--- src/rtl/ofdm_symbol_mapper_ctrl.sv ---
// OFDM symbol mapper: walks subcarriers 0..N_FFT-1 emitting nulls,
// BPSK pilots or 16-QAM data from a byte stream, padding the last symbol.
module qam16_mod #(
    parameter int fft_depth = 12,
    parameter int levels_0  = 400,
    parameter int levels_1  = 1200
) (
    input  logic [3:0]           bits,
    output logic [fft_depth-1:0] i,
    output logic [fft_depth-1:0] q
);
    localparam logic [fft_depth-1:0] P0 = fft_depth'(levels_0);
    localparam logic [fft_depth-1:0] N0 = fft_depth'(-levels_0);
    localparam logic [fft_depth-1:0] P1 = fft_depth'(levels_1);
    localparam logic [fft_depth-1:0] N1 = fft_depth'(-levels_1);

    // Gray-coded axis: 00 -3, 01 -1, 11 +1, 10 +3
    function automatic logic [fft_depth-1:0] lvl(input logic [1:0] b);
        logic [fft_depth-1:0] r;
        unique case (b)
            2'b00:   r = N1;
            2'b01:   r = N0;
            2'b11:   r = P0;
            default: r = P1;
        endcase
        return r;
    endfunction

    assign i = lvl(bits[1:0]);
    assign q = lvl(bits[3:2]);
endmodule

module ofdm_symbol_mapper_ctrl #(
    parameter int N_FFT       = 64,
    parameter int N_USED      = 26,
    parameter int PILOT_SPACE = 8,
    parameter int fft_depth   = 12,
    parameter int levels_0    = 400,
    parameter int levels_1    = 1200
) (
    input  logic                     clk,
    input  logic                     rst_n,
    input  logic [7:0]               s_data,
    input  logic                     s_valid,
    input  logic                     s_last,
    output logic                     s_ready,
    output logic [fft_depth-1:0]     m_i,
    output logic [fft_depth-1:0]     m_q,
    output logic [$clog2(N_FFT)-1:0] m_idx,
    output logic                     m_valid,
    output logic                     m_last,
    input  logic                     m_ready,
    output logic                     busy,
    output logic [15:0]              sym_cnt
);
    localparam int KW = $clog2(N_FFT);
    localparam logic [fft_depth-1:0] P1 = fft_depth'(levels_1);
    localparam logic [fft_depth-1:0] N1 = fft_depth'(-levels_1);

    typedef enum logic [1:0] {IDLE, RUN, DONE} state_t;

    state_t                 state;
    logic [KW-1:0]          k;
    logic                   nib_sel;
    logic                   pad;

    logic                   adv;
    logic                   is_null;
    logic                   is_pilot;
    logic                   is_data;
    logic                   producible;
    logic                   pop;
    logic                   pad_nx;
    logic                   k_last;
    logic [3:0]             nib;
    logic [fft_depth-1:0]   qi;
    logic [fft_depth-1:0]   qq;
    logic [fft_depth-1:0]   smp_i;
    logic [fft_depth-1:0]   smp_q;

    qam16_mod #(
        .fft_depth (fft_depth),
        .levels_0  (levels_0),
        .levels_1  (levels_1)
    ) u_qam (
        .bits (nib),
        .i    (qi),
        .q    (qq)
    );

    always_comb begin
        adv        = !m_valid || m_ready;
        is_null    = (k == '0) ||
                     (int'(k) > N_USED && int'(k) < N_FFT - N_USED);
        is_pilot   = !is_null && ((int'(k) % PILOT_SPACE) == 0);
        is_data    = !is_null && !is_pilot;
        producible = !is_data || pad || s_valid;
        nib        = pad ? 4'h0 : (nib_sel ? s_data[7:4] : s_data[3:0]);
        pop        = (state == RUN) && is_data && nib_sel && !pad &&
                     s_valid && adv;
        pad_nx     = pad || (pop && s_last);
        k_last     = (k == KW'(N_FFT - 1));
    end

    always_comb begin
        smp_i = qi;
        smp_q = qq;
        unique case (1'b1)
            is_null: begin
                smp_i = '0;
                smp_q = '0;
            end
            is_pilot: begin
                smp_i = sym_cnt[0] ? N1 : P1;
                smp_q = '0;
            end
            default: ;
        endcase
    end

    assign s_ready = pop;
    assign busy    = (state != IDLE) || m_valid;

    always_ff @(posedge clk or negedge rst_n) begin
        if (!rst_n) begin
            state   <= IDLE;
            k       <= '0;
            nib_sel <= 1'b0;
            pad     <= 1'b0;
            sym_cnt <= '0;
            m_valid <= 1'b0;
            m_last  <= 1'b0;
            m_i     <= '0;
            m_q     <= '0;
            m_idx   <= '0;
        end else begin
            unique case (state)
                IDLE: begin
                    if (s_valid) begin
                        state   <= RUN;
                        k       <= '0;
                        nib_sel <= 1'b0;
                        pad     <= 1'b0;
                        sym_cnt <= '0;
                    end
                end
                RUN: begin
                    if (adv && producible) begin
                        m_valid <= 1'b1;
                        m_idx   <= k;
                        m_last  <= k_last;
                        m_i     <= smp_i;
                        m_q     <= smp_q;
                        pad     <= pad_nx;
                        if (is_data)
                            nib_sel <= !nib_sel;
                        if (k_last) begin
                            k       <= '0;
                            sym_cnt <= sym_cnt + 16'd1;
                            if (pad_nx)
                                state <= DONE;
                        end else begin
                            k <= k + KW'(1);
                        end
                    end else if (adv) begin
                        // starved for a byte: drop valid, hold index
                        m_valid <= 1'b0;
                        m_last  <= 1'b0;
                    end
                end
                DONE: begin
                    if (adv) begin
                        m_valid <= 1'b0;
                        m_last  <= 1'b0;
                        state   <= IDLE;
                    end
                end
                default: state <= IDLE;
            endcase
        end
    end
endmodule
--- config.mk ---
export PLATFORM = sky130hd
export DESIGN_NAME = ofdm_symbol_mapper_ctrl
export DESIGN_NICKNAME = d
export VERILOG_FILES = /design/src/rtl/ofdm_symbol_mapper_ctrl.sv
export SDC_FILE = /design/constraint.sdc
export NUM_CORES = 1
export LEC_CHECK = 0
export CAP_MARGIN = 20
export CORE_ASPECT_RATIO = 1.2
export CORE_MARGIN = 5
export CORE_UTILIZATION = 46
export DETAILED_ROUTE_END_ITERATION = 10
export GPL_TIMING_DRIVEN = 0
export PLACE_DENSITY = 0.77
export REMOVE_ABC_BUFFERS = 1
export SLEW_MARGIN = 20
export SYNTH_ARGS = -nofsm -noshare
export SYNTH_HDL_FRONTEND = slang
export SYNTH_SLANG_ARGS = --single-unit
export TNS_END_PERCENT = 1
--- constraint.sdc ---
create_clock -name clk -period 2.05 [get_ports clk]
set_input_delay 0.5125 -clock clk [delete_from_list [all_inputs] [get_ports clk]]
set_output_delay 0.5125 -clock clk [all_outputs]
set_load 0.02 [all_outputs]
==> out/qor.txt <==
Worst setup EP type - primary output
FF-to-FF path depth - 8
Number of port buffers - 54
Congestion Overflow GR - 0
Final critical-path required period - 2.30 ns
Worst r2r src - k[0]
Detailed Route WL - 7010 um
Adder-cell share of the synthesized area - 0.0667
Die W - 81.4 um
Antenna violations before repair - 0
Most frequent cells in the layout - clkdlybuf4s50_1 (50), nand2_1 (39), dfrtp_1 (39)
Setup Skew - 0.00807 ns
Area after DPL - 3330 um^2
Starting density of the core - 0.468
Hold-fix buffers, CTS - 0
Pwr Total - 4.65 mW
DR WL/cell - 15.5 um
Post-synth top flop - dfrtp_1
Post-route setup slack - -0.246 ns
DRC violations left - 0
Commonest non-fill, non-tap cell in the layout - clkdlybuf4s50_1
Count of different cell masters after synthesis - 50
Placed Cells - 429
Overall die area - 7780 um^2
Peak supply drop - 0.747 mV
Flops & latches, synth - 44
Worst Tran Pin Value - 0.634 ns
Asr flop ratio synth - 1.00
Worst Path Max Fanout - 3
CP Launch Type - register
Worst skew pair latency - 0.30 ns
Die height - 95.7 um
Number of synthesized flops with an enable pin - 0
Max Slew Vio Count - 0
Avg Inst Size Synth - 8.96 um^2
Post-route cell area - 3710 um^2
Io pins - 63
Clock slew seen by the registers of the worst setup and hold paths - 0.09 ns
Rel. slew slack - 0.576
CTS tree - built
Routed vias - 2,524
Req. time, crit path - 1.54 ns
Max Cap Viol - 0
CP arrival - 1.78 ns
Final Hold Violating Endpoints - 0
DR vias/cell - 5.60
Final Setup Violations - 3
Violated checks - negative setup slack
FP Rows - 31
Cell Count, Final, Fillers Out - 451
Routability cong. - 0.905
1st-iter DRT viols - 115
Num CTS Buffers - 5
Status - complete, but fails checks
Setup CP Type - register to primary output
R2r setup slk - -0.11 ns
Post-synthesis simple-gate area fraction - 0.215
Core area - 6010 um^2
Launch point of the critical path - k[1]
Layout cell share with drive strength beyond 1 - 0.184
Setup TNS - -0.389 ns
Combinational share of power - 0.567
Psw - 2.03 mW
Syn Inst Count - 314
Main combinational cell family by area after synthesis - simple AND/OR/NAND/NOR gates
N_diodes - 0
Number of antenna-violating nets in the routed design - 0
Post-Synth XOR/XNOR Area - 0.00311
Netlist Area Pre-Place - 2810 um^2
Largest net degree at the start of global routing - 30
Multiplexer share of the synthesized area - 0.0431
Fmax - 0.436 GHz
Drt pass-1 iters - 4
Pwr Density - 1250 nW/um^2
Final Hold Slack - 0.126 ns
Clk pwr share - 0.144
Post-route clock period utilization - 1.12
GRT Total Usage - 0.186
LEAKAGE - 1.63 nW
Post-DP HPWL - 4800 um
H-Tree Depth - 2
RSZ-0062 raised after global routing - yes
Sequential-to-total area share from yosys stat - 0.391
Internal power - 2.62 mW
Seq pwr share - 0.289
Path type of the worst min-delay path - input port to async pin
Reg2reg end - sym_cnt[3]
Vias in the first global route - 2,450
Switching Share - 0.436
First-pass GRT wire length - 11,400 um
CTS root buffer - clkbuf_8
Area growth from synthesis to layout - 31.8%
Yosys warning count - 0
Sinks on Clock Net - 44
Longest Clk Path Bufs - 2
Synth Area in Compound Gates - 0.191
Fin nets - 396
[power by group through the flow]
stage,combinational [mW],sequential [mW],clock [mW]
floorplan,1.14,1.53,0
global placement,2.07,1.33,0
detailed placement,2.19,1.33,0
CTS,2.39,1.32,0.686
global route,2.86,1.39,0.730
finish,2.63,1.34,0.670
[cell usage after synthesis, types with 5 or more instances]
library cell,number,area share
a21oi_1,9,0.016
a31oi_1,6,0.013
buf_2,8,0.014
buf_4,17,0.045
clkbuf_1,5,0.0067
dfrtp_1,44,0.39
ha_1,15,0.067
inv_1,13,0.017
mux2i_1,11,0.039
nand2_1,42,0.056
nand2b_1,11,0.024
nand3_1,13,0.023
nand4_1,7,0.016
nor2_1,23,0.031
o211ai_1,8,0.021
o21ai_0,13,0.023
o311ai_0,6,0.019
o31ai_1,8,0.021
or2_2,6,0.013
[critical path, stage by stage, from the launching register on]
cell and delay (ns):
dfrtp_2 0.41, inv_2 0.06, ha_4 0.16, nor2b_4 0.13, a31oi_4 0.17, nand2_2 0.09, nor4_2 0.28, buf_4 0.19
[worst max-delay path by stage]
stage,to,slack [ns],depth (start not counted)
after CTS,s_ready,-0.22,5
after detailed placement,s_ready,-1.01,7
final,s_ready,-0.25,7
after global routing,s_ready,-0.31,7
after floorplan,s_ready,-0.43,6
after global placement,sym_cnt[12],-1.61,6
[cells by family after synthesis]
group / Yosys count
and+or+nand+nor: 123
AOI/OAI and AO/OA: 74
DFF: 44
buffers and inverters: 44
adders and majority gates: 15
muxes: 12
other: 1
xor gates and xnor gates: 1
[state kept, by name (all words and copies together), names as in the netlist, 2 cells and up]
register / cells
sym_cnt: 16
m_idx: 6
state: 2
k: 6
m_i: 5
m_q: 5
[what timing repair did]
action,CTS,global route
buffers inserted,9,5
endpoints found under the setup margin,38,31
gates cloned,0,0
pin swaps,8,8
gates resized for setup,26,27
[per-stage QoR]
stage                      util  setup slack [ns]
after floorplan               -            -0.435
after global placement    0.546             -1.61
after detailed placement  0.554             -1.01
after CTS                 0.595            -0.218
after global routing      0.617            -0.313
final                     0.617            -0.246
[layer usage]
layer / track usage / vias up / share of wire / routed length, um
li1: - / 1204 / - / -
met1: 0.227 / 1218 / 0.42 / 2930
met2: 0.319 / 93 / 0.50 / 3510
met3: 0.0359 / 9 / 0.063 / 441
met4: 0.0690 / 0 / 0.018 / 129
met5: 0 / - / 0 / 0
[area by class of cell]
| cell class | instances | area, um^2 |
|---|---|---|
| tap | 82 | 103 |
| timing repair buffer | 71 | 693 |
| multi-input combinational | 233 | 1640 |
| inverter | 13 | 48.8 |
| sequential | 44 | 1110 |
| clock inverter | 3 | 42.5 |
| fill | 510 | 2300 |
| clock buffer | 5 | 68.8 |
No activity file was read; power rests on OpenSTA's default activity.
